### src/rtl/conv_pkg.sv
// conv_pkg: shared window-scheduler state type and default geometry
package conv_pkg;
  localparam int K_H_DEF = 3;
  localparam int K_W_DEF = 3;
  localparam int DIM_W_DEF = 8;
  typedef enum logic [2:0] {IDLE, CLEAR, FETCH, LOAD, EMIT, DONE} state_t;
endpackage

### src/rtl/win_sched.sv
// win_sched: sliding-window fetch/emit scheduler over an img_w x img_h frame
module win_sched
  import conv_pkg::*;
#(
  parameter int K_H = K_H_DEF,
  parameter int K_W = K_W_DEF,
  parameter int DIM_W = DIM_W_DEF
) (
  input  logic             clk,
  input  logic             rst,
  input  logic             start,
  input  logic             abort,
  input  logic [DIM_W-1:0] img_w,
  input  logic [DIM_W-1:0] img_h,
  output logic             busy,
  output logic             done,
  output logic             err,
  output logic             rd_en,
  output logic [DIM_W-1:0] rd_row,
  output logic [DIM_W-1:0] rd_col,
  output logic             win_clear,
  output logic             win_load,
  output logic             win_valid,
  input  logic             win_ready,
  output logic [DIM_W-1:0] win_row,
  output logic [DIM_W-1:0] win_col
);
  localparam logic [DIM_W-1:0] ONE = DIM_W'(1);
  localparam logic [DIM_W-1:0] KW = DIM_W'(K_W);
  localparam logic [DIM_W-1:0] KH = DIM_W'(K_H);
  localparam logic [DIM_W-1:0] KW1 = DIM_W'(K_W - 1);
  state_t state, nxt;
  logic [DIM_W-1:0] row, col, nrow, ncol, w, h;
  logic nerr;
  always_comb begin
    nxt = state;
    nrow = row;
    ncol = col;
    nerr = 1'b0;
    case (state)
      IDLE: if (start) begin
        if (img_w >= KW && img_h >= KH) begin
          nxt = CLEAR;
          nrow = '0;
        end else nerr = 1'b1;
      end
      CLEAR: begin
        ncol = '0;
        nxt = FETCH;
      end
      FETCH: nxt = LOAD;
      LOAD: if (col < KW1) begin
        ncol = col + ONE;
        nxt = FETCH;
      end else nxt = EMIT;
      EMIT: if (win_ready) begin
        if (col < w - ONE) begin
          ncol = col + ONE;
          nxt = FETCH;
        end else if (row < h - KH) begin
          nrow = row + ONE;
          nxt = CLEAR;
        end else nxt = DONE;
      end
      DONE: nxt = IDLE;
      default: nxt = IDLE;
    endcase
    if (abort) begin
      nxt = IDLE;
      nerr = 1'b0;
    end
  end
  // outputs are registered from the next state so they line up with state
  always_ff @(posedge clk) begin
    if (rst) begin
      state <= IDLE;
      row <= '0;
      col <= '0;
      w <= '0;
      h <= '0;
      busy <= 1'b0;
      done <= 1'b0;
      err <= 1'b0;
      rd_en <= 1'b0;
      rd_row <= '0;
      rd_col <= '0;
      win_clear <= 1'b0;
      win_load <= 1'b0;
      win_valid <= 1'b0;
      win_row <= '0;
      win_col <= '0;
    end else begin
      if (state == IDLE && nxt == CLEAR) begin
        w <= img_w;
        h <= img_h;
      end
      state <= nxt;
      row <= nrow;
      col <= ncol;
      busy <= nxt != IDLE;
      done <= nxt == DONE;
      err <= nerr;
      rd_en <= nxt == FETCH;
      rd_row <= nxt == FETCH ? nrow : '0;
      rd_col <= nxt == FETCH ? ncol : '0;
      win_clear <= nxt == CLEAR;
      win_load <= nxt == LOAD;
      win_valid <= nxt == EMIT;
      win_row <= nxt == EMIT ? nrow : '0;
      win_col <= nxt == EMIT ? ncol - KW1 : '0;
    end
  end
endmodule

### config.mk
export PLATFORM = sky130hd
export DESIGN_NAME = win_sched
export DESIGN_NICKNAME = d
export VERILOG_FILES = /design/src/rtl/conv_pkg.sv /design/src/rtl/win_sched.sv
export SDC_FILE = /design/constraint.sdc
export NUM_CORES = 1
export LEC_CHECK = 0
export CAP_MARGIN = 20
export CORE_MARGIN = 2
export CORE_UTILIZATION = 55
export CTS_CLUSTER_SIZE = 25
export DETAILED_ROUTE_END_ITERATION = 6
export PLACE_DENSITY = 0.8
export RECOVER_POWER = 50
export SLEW_MARGIN = 25
export SYNTH_ARGS = -nofsm -noshare
export SYNTH_HDL_FRONTEND = slang
export SYNTH_SLANG_ARGS = --single-unit
### constraint.sdc
create_clock -name clk -period 6.45 [get_ports clk]
set_clock_uncertainty 0.05 [all_clocks]
set_input_delay 1.29 -clock clk [delete_from_list [all_inputs] [get_ports clk]]
set_output_delay 1.29 -clock clk [all_outputs]
set_load 0.01 [all_outputs]
==> flow_metrics.tcl, run 1 <==
set metrics [dict create \
    cts-resized-gates 0 \
    synth_compound_area_frac 0.147 \
    drtIter0Drc 108 \
    die_w_um 81.9 \
    maxSlewViolCount 0 \
    clk_pin_slew_ps 80 \
    start_util 0.568 \
    maxCapViolCount 0 \
    yosysWarnings 0 \
    num_rows 28 \
    synthSimpleGateAreaFrac 0.239 \
    crit_path_end_kind "register" \
    ys_ff_latch 74 \
    wl_um 7310 \
    ys_async_sr_fraction 0 \
    num_antenna_cells 0 \
    synth_flop_cell "dfxtp_1" \
    synth_xor_area_frac 0.0419 \
    htree_levels 3 \
    grt_pass1_wl_um 12400 \
    status "finished clean" \
    fp.coreArea_um2 5890 \
    synth_top_family_by_area "simple AND/OR/NAND/NOR gates" \
    syn_to_final_growth_pct 23.7 \
    ant_nets 0 \
    cts-root-buf "clkbuf_8" \
    tns_ps 0 \
    p_per_area_nw_per_um2 227 \
    die_area_um2 6710 \
    dpl.hpwl_um 5430 \
    arrival_ps 4520 \
    portBuffers 59 \
    syn_area_um2 3340 \
    ir_worst_vdd_mv 0.191 \
    yosysTopAreaCellShare 0.443 \
    pre_cts_ws_ps 2380 \
    synthAdderAreaFrac 0.0712 \
    fin_nets 472 \
    min_period_over_period 0.671 \
    start_kind "register" \
    clk_path_buf_depth 2 \
    synth_top_cell_by_area "dfxtp_1" \
    cp_max_fo 10 \
    holdBufCountCts 0 \
    setup_ws_ps 2120 \
    synth-edff-count 0 \
    grt-ovfl-total 0 \
    antenna_found_initial 0 \
    drive_gt1_frac 0.0572 \
    leakage_nw 1.72 \
    drc 0 \
    fin_crit_ps 4330 \
    fmax_mhz 231 \
    hold_violations 0 \
    grt_pass1_vias 2815 \
    cts_buffers 9 \
    vias 2830 \
    synthTopCellsByArea "dfxtp_1 44%, ha_1 7.1%, nor2_1 6.6%" \
    min_path_type "reg -> reg" \
    routedWlPerCell_um 14.3 \
    synth.distinct_cells 59 \
    clock_latency_ps 350 \
    cp.required_ps 6640 \
    maxSlewHeadroom 0.274 \
    rsz0062_at_grt "false" \
    ios 60 \
    drt_first_pass_iters 4 \
    synth.mux.area_fraction 0.0206 \
    worst_pin_slew_ps 1080 \
    cts_sinks 74 \
    tritoncts "yes" \
    grt_max_degree 35 \
    place.gp.congestion 0.923 \
    setup_viol 0 \
    grtUsageTotal 0.242 \
    viasPerCell 5.53 \
    die_y_um 81.9 \
    cts_setup_buffers 0 \
    postSynthAreaPerCell_um2 8.84 \
    ys_seq_area_frac 0.443 \
    synthCells 378 \
    crit_type "reg -> reg" \
    synth_nets 418 \
]
==> logic make-up after synthesis <==
kind of cell | count (synthesis)
compound gates | 69
xor+xnor | 16
fa+ha+maj | 19
buf+inv | 27
flops | 74
mux | 6
simple gates | 167
==> per-layer routing <==
| metal | wire length [um] | global-route usage |
|---|---|---|
| met5 | 0 | 0 |
| met4 | 116 | 0.0850 |
| met1 | 3130 | 0.272 |
| met2 | 3740 | 0.437 |
| met3 | 319 | 0.0670 |
==> synth_stat cells, types with 3 or more instances <==
cell / number
nand3_1: 5
o21ai_0: 4
a21o_1: 4
xnor2_1: 10
nand4_1: 7
mux2_2: 3
nor3_1: 5
nor2_1: 59
nand2_1: 49
o211ai_1: 3
clkbuf_1: 11
and3_1: 3
nor4_1: 7
nor2b_1: 6
ha_1: 19
o21a_1: 3
a21oi_1: 27
dfxtp_1: 74
and2_1: 4
inv_1: 9
nand2b_1: 7
xor2_1: 6
a211oi_1: 6
==> cell type report <==
cell class	count	area, um2
sequential	74	1480
multi-input combinational	277	1700
tap	75	93.8
clock buffer	10	128
clock inverter	6	91.3
fill	477	1750
inverter	10	37.5
timing repair buffer	60	598
==> registers in the layout, summed over array words and instances, names as in the netlist, 3 cells and up <==
signal,count
col,8
h,8
rd_col,8
rd_row,8
row,8
w,8
win_col,8
win_row,8
state,3
==> placed cells by master (no fill, tap or decap), types with 4 or more instances in the layout <==
cell type | synthesis | final
nand2_1 | 49 | 49
o21ai_0 | 4 | 4
a21o_1 | 4 | 4
inv_1 | 9 | 9
ha_1 | 19 | 19
clkbuf_8 | 0 | 9
clkdlybuf4s50_1 | 0 | 19
nor2_1 | 59 | 59
nor2b_1 | 6 | 6
nand4_1 | 7 | 7
dlygate4sd3_1 | 0 | 40
nand3_1 | 5 | 5
a211oi_1 | 6 | 7
xnor2_1 | 10 | 10
xor2_1 | 6 | 6
nor4_1 | 7 | 7
nor3_1 | 5 | 5
nand2b_1 | 7 | 7
a21oi_1 | 27 | 28
dfxtp_1 | 74 | 74
==> final timing paths <==
kind / start / endpoint / slack [ps] / cells after the start
min: w[5] / w[5] / 430 / 2
max: w[2] / win_col[6] / 2120 / 11
max reg2reg: w[2] / win_col[6] / 2120 / 11
min reg2reg: w[5] / w[5] / 430 / 2
==> power breakdown <==
group	internal, W	switching (W)
clock	0.000219	0.000173
combinational	0.0000369	0.0000401
sequential	0.000463	0.00000684
==> critical path, cell delays in order (launching register included) <==
cell and delay (ps):
dfxtp_1 350, or4_1 560, nor4_1 240, xnor2_1 160, ha_1 260, a21oi_1 200, o2111ai_2 200, or2_0 400
o311ai_0 990, and3b_1 330, nand4_1 150, mux2_4 330
==> through the flow <==
stage / hold slack (ps) / cell area (um2) / cells / total power [W] / utilization
2_1_floorplan: 399 / 3340 / 378 / 0.000530 / -
3_3_place_gp: 413 / 3950 / 496 / 0.000555 / 0.671
3_5_place_dp: 421 / 3950 / 496 / 0.000558 / 0.671
4_1_cts: 432 / 4170 / 512 / 0.000947 / 0.708
5_1_grt: 441 / 4130 / 512 / 0.000976 / 0.702
6_report: 433 / 4130 / 512 / 0.000939 / 0.702
Note: power is estimated with default switching activity, not from simulation.
==> run 2, diff against run 1 <==
--- a/config.mk
+++ b/config.mk
@@ -7,10 +7,10 @@
 export LEC_CHECK = 0
 export CAP_MARGIN = 20
 export CORE_MARGIN = 2
-export CORE_UTILIZATION = 55
+export CORE_UTILIZATION = 47
 export CTS_CLUSTER_SIZE = 25
 export DETAILED_ROUTE_END_ITERATION = 6
-export PLACE_DENSITY = 0.8
+export PLACE_DENSITY = 0.72
 export RECOVER_POWER = 50
 export SLEW_MARGIN = 25
 export SYNTH_ARGS = -nofsm -noshare
==> constraint.sdc (replaced) <==
create_clock -name clk -period 3.7 [get_ports clk]
set_clock_uncertainty 0.05 [all_clocks]
set_input_delay 0.74 -clock clk [delete_from_list [all_inputs] [get_ports clk]]
set_output_delay 0.74 -clock clk [all_outputs]
set_load 0.01 [all_outputs]
==> flow_metrics.tcl, run 2 (synthesis results as in run 1) <==
set metrics [dict create \
    status "finished clean" \
    combPwrFrac 0.087 \
    setup_viol 0 \
    place_area_um2 4060 \
    vias 2893 \
    portBuffers 59 \
    num_rows 30 \
    num_antenna_cells 0 \
    power_w 0.00162 \
    die_area_um2 7800 \
    grtUsageTotal 0.203 \
    multi_input_area_um2 1760 \
    intPower_w 0.00121 \
    cp.required_ps 3910 \
    holdBufCountCts 0 \
    cts-root-buf "clkbuf_8" \
    min_period_over_period 0.965 \
    cp_max_fo 8 \
    pwr-share-seq 0.505 \
    routedWlPerCell_um 13.8 \
    drt_first_pass_iters 4 \
    maxSlewViolCount 0 \
    drtIter0Drc 190 \
    final_util 0.627 \
    crit_path_end_kind "register" \
    final_cell_mix "74 x dfxtp_1, 59 x nor2_1, 49 x nand2_1" \
    fin_crit_ps 3570 \
    fin_nets 483 \
    htree_levels 3 \
    maxCapViolCount 0 \
    hold_violations 0 \
    place.gp.congestion 0.852 \
    syn_to_final_growth_pct 28.3 \
    leakage_nw 1.78 \
    cts_buffers 9 \
    design_area_um2 4290 \
    fp.coreArea_um2 6830 \
    fill_cells 628 \
    crit_type "reg -> reg" \
    wl_um 7490 \
    die_w_um 88.3 \
    clk_pin_slew_ps 80 \
    viasPerCell 5.32 \
    final_common_cell "dfxtp_1" \
    hold_ws_ps 429 \
    drc 0 \
    worst_pin_slew_ps 857 \
    p_clk_frac 0.408 \
    drive_gt1_frac 0.0960 \
    grt_max_degree 34 \
    ant_nets 0 \
    rsz0062_at_grt "false" \
    fmax_mhz 280 \
    ios 60 \
    grt_pass1_wl_um 12400 \
    maxSlewHeadroom 0.429 \
    p_per_area_nw_per_um2 378 \
    start_util 0.489 \
    arrival_ps 3780 \
    ff_latch_area_um2 1480 \
    clock_latency_ps 360 \
    setup_ws_ps 130 \
    p_sw_w 0.000410 \
    pre_cts_ws_ps -139 \
    start_kind "register" \
    ir_worst_vdd_mv 0.243 \
    min_path_type "reg -> reg" \
    grt_pass1_vias 2770 \
    die_y_um 88.3 \
    grt-ovfl-total 0 \
    cts_sinks 74 \
    dpl.hpwl_um 5590 \
    p_sw_frac 0.253 \
    tritoncts "yes" \
    clk_path_buf_depth 2 \
    antenna_found_initial 0 \
]
run 2: critical path: stages, from the launching register on:
cell,delay (ps)
dfxtp_1,350
or4_1,550
nor4_2,220
xnor2_1,170
ha_1,280
nand2_1,180
o2111ai_2,200
or2_4,310
a21o_1,200
a21oi_2,170
ha_1,200
o2111a_1,260
a311oi_1,110
a41o_1,230
run 2: repair_timing:
| item | CTS | global route |
|---|---|---|
| pin swaps | 0 | 0 |
| buffers inserted | 0 | 0 |
| resized for setup | 2 | 3 |
| setup endpoints to repair | 3 | 5 |
run 2: power by group through the flow:
stage / sequential [W] / clock (W) / combinational (W)
6_report: 0.000818 / 0.000662 / 0.000141
5_1_grt: 0.000820 / 0.000696 / 0.000158
4_1_cts: 0.000818 / 0.000671 / 0.000141
3_5_place_dp: 0.000837 / 0 / 0.000139
3_3_place_gp: 0.000837 / 0 / 0.000136
2_1_floorplan: 0.000834 / 0 / 0.0000909
run 2: metrics by stage:
step / instances / setup TNS [ps]
2_1_floorplan: 378 / 0
3_3_place_gp: 528 / 0
3_5_place_dp: 528 / -185
4_1_cts: 544 / 0
5_1_grt: 544 / 0
6_report: 544 / 0
run 2: cell type report:
class | instances | area share
timing repair buffer | 71 | 0.159
multi-input combinational | 277 | 0.410
clock inverter | 6 | 0.0169
inverter | 10 | 0.00876
clock buffer | 10 | 0.0321
sequential | 74 | 0.346
tap | 96 | 0.0280
run 2: path summary, 6_finish.rpt:
path / depth (start not counted) / start / slack (ps) / endpoint
setup / recovery: 13 / w[3] / 130 / win_col[7]
hold / removal: 2 / h[7] / 430 / h[7]
setup reg to reg: 13 / w[3] / 130 / win_col[7]
hold reg to reg: 2 / h[7] / 430 / h[7]
run 2: routing by layer:
layer  vias up  routed length (um)  GRT usage
met2        62                3810      0.366
met5         -                   0          0
met3        16                 312     0.0485
li1       1444                   -          -
met4         0                 141     0.0771
met1      1371                3230      0.232
==> run 3, diff against run 2 <==
--- a/config.mk
+++ b/config.mk
@@ -10,9 +10,10 @@
 export CORE_UTILIZATION = 47
 export CTS_CLUSTER_SIZE = 25
 export DETAILED_ROUTE_END_ITERATION = 6
-export PLACE_DENSITY = 0.72
+export PLACE_DENSITY = 0.76
 export RECOVER_POWER = 50
 export SLEW_MARGIN = 25
 export SYNTH_ARGS = -nofsm -noshare
 export SYNTH_HDL_FRONTEND = slang
 export SYNTH_SLANG_ARGS = --single-unit
+export TNS_END_PERCENT = 1
==> flow_metrics.tcl, run 3 (synthesis results as in run 1) <==
set metrics [dict create \
    status "finished clean" \
    maxSlewViolCount 0 \
    fill_cells 585 \
    clk_path_buf_depth 2 \
    maxCapViolCount 0 \
    maxSlewHeadroom 0.414 \
    fin_nets 487 \
    die_y_um 88.3 \
    drc 0 \
    fin_crit_ps 3490 \
    grt_max_degree 34 \
    ios 60 \
    worst_pin_slew_ps 879 \
    clk_pin_slew_ps 80 \
    drive_gt1_frac 0.104 \
    min_period_over_period 0.944 \
    crit_path_end_kind "register" \
    drtIter0Drc 126 \
    leakage_nw 1.80 \
    min_path_type "reg -> reg" \
    place.gp.congestion 0.883 \
    cp_max_fo 5 \
    num_rows 30 \
    holdBufCountCts 0 \
    ant_nets 0 \
    p_per_area_nw_per_um2 374 \
    vias 2868 \
    tns_ps 0 \
    arrival_ps 3690 \
    die_w_um 88.3 \
    clock_latency_ps 350 \
    setup_viol 0 \
    grt_pass1_wl_um 12000 \
    fmax_mhz 286 \
    drt_first_pass_iters 4 \
    grt-ovfl-total 0 \
    dpl.hpwl_um 5600 \
    start_kind "register" \
    die_area_um2 7800 \
    cts-root-buf "clkbuf_8" \
    hold_violations 0 \
    num_antenna_cells 0 \
    tritoncts "yes" \
    cts_sinks 74 \
    start_util 0.489 \
    hold_ws_ps 431 \
    routedWlPerCell_um 13.6 \
    power_w 0.00161 \
    crit_type "reg -> reg" \
    pre_cts_ws_ps 76.5 \
    viasPerCell 5.23 \
    cp.required_ps 3900 \
    portBuffers 59 \
    grt_pass1_vias 2736 \
    fp.coreArea_um2 6830 \
    syn_to_final_growth_pct 29.3 \
    ir_worst_vdd_mv 0.230 \
    final_cell_mix "74 x dfxtp_1, 59 x nor2_1, 49 x nand2_1" \
    antenna_found_initial 0 \
    rsz0062_at_grt "false" \
    htree_levels 3 \
    final_common_cell "dfxtp_1" \
    grtUsageTotal 0.198 \
    wl_um 7450 \
    cts_buffers 9 \
    setup_ws_ps 207 \
]
==> run 3: worst paths after layout <==
| check | startpoint | slack (ps) | endpoint | cells past startpoint |
|---|---|---|---|---|
| setup / recovery | w[2] | 210 | win_col[7] | 14 |
| hold / removal | w[7] | 430 | w[7] | 2 |
| setup reg to reg | w[2] | 210 | win_col[7] | 14 |
| hold reg to reg | w[7] | 430 | w[7] | 2 |
==> run 3: area by class of cell <==
class                   instances  area, um2  area share
multi-input cells             277       1750       0.405
clock inverters                 7       82.6      0.0191
inverters                      10       37.5     0.00869
flip-flops and latches         74       1480       0.343
clock buffers                   9        124      0.0287
repair buffers                 75        723       0.167
well taps                      96        120      0.0278
==> run 3: critical path: stages, from the launching register on <==
cell and delay (ps):
dfxtp_1 310, or4_1 560, nor4_2 180, xnor2_1 150, ha_1 270, a21oi_2 160, o2111ai_2 150, or2_4 280
buf_4 150, a21o_1 190, a21oi_2 160, ha_1 210, o2111a_1 240, a311oi_1 100, a41o_1 230
==> run 3: stage by stage <==
step / cell area [um2] / cells / util
3_3_place_gp: 4100 / 532 / 0.600
4_1_cts: 4310 / 548 / 0.630
6_report: 4320 / 548 / 0.632
2_1_floorplan: 3340 / 378 / -
3_5_place_dp: 4100 / 532 / 0.600
5_1_grt: 4320 / 548 / 0.632
==> run 3: where the power goes <==
group,switching [W],leakage [nW],internal (W),total [W]
Sequential,0.0000108,0.598,0.000807,0.000817
Combinational,0.0000735,1.10,0.0000683,0.000142
Clock,0.000332,0.0988,0.000323,0.000656
Total,0.000417,1.80,0.00120,0.00161
==> run 3: routing by layer <==
metal / global-route usage / share of wire / routed length (um)
met1: 0.223 / 0.43 / 3190
met2: 0.358 / 0.51 / 3800
met3: 0.0532 / 0.043 / 318
met5: 0 / 0 / 0
met4: 0.0730 / 0.019 / 140
==> run 3: timing repair <==
| action | in CTS | in global routing |
|---|---|---|
| gates resized for setup | 0 | 4 |
| setup buffers | 0 | 0 |
| setup endpoints to repair | 0 | 3 |
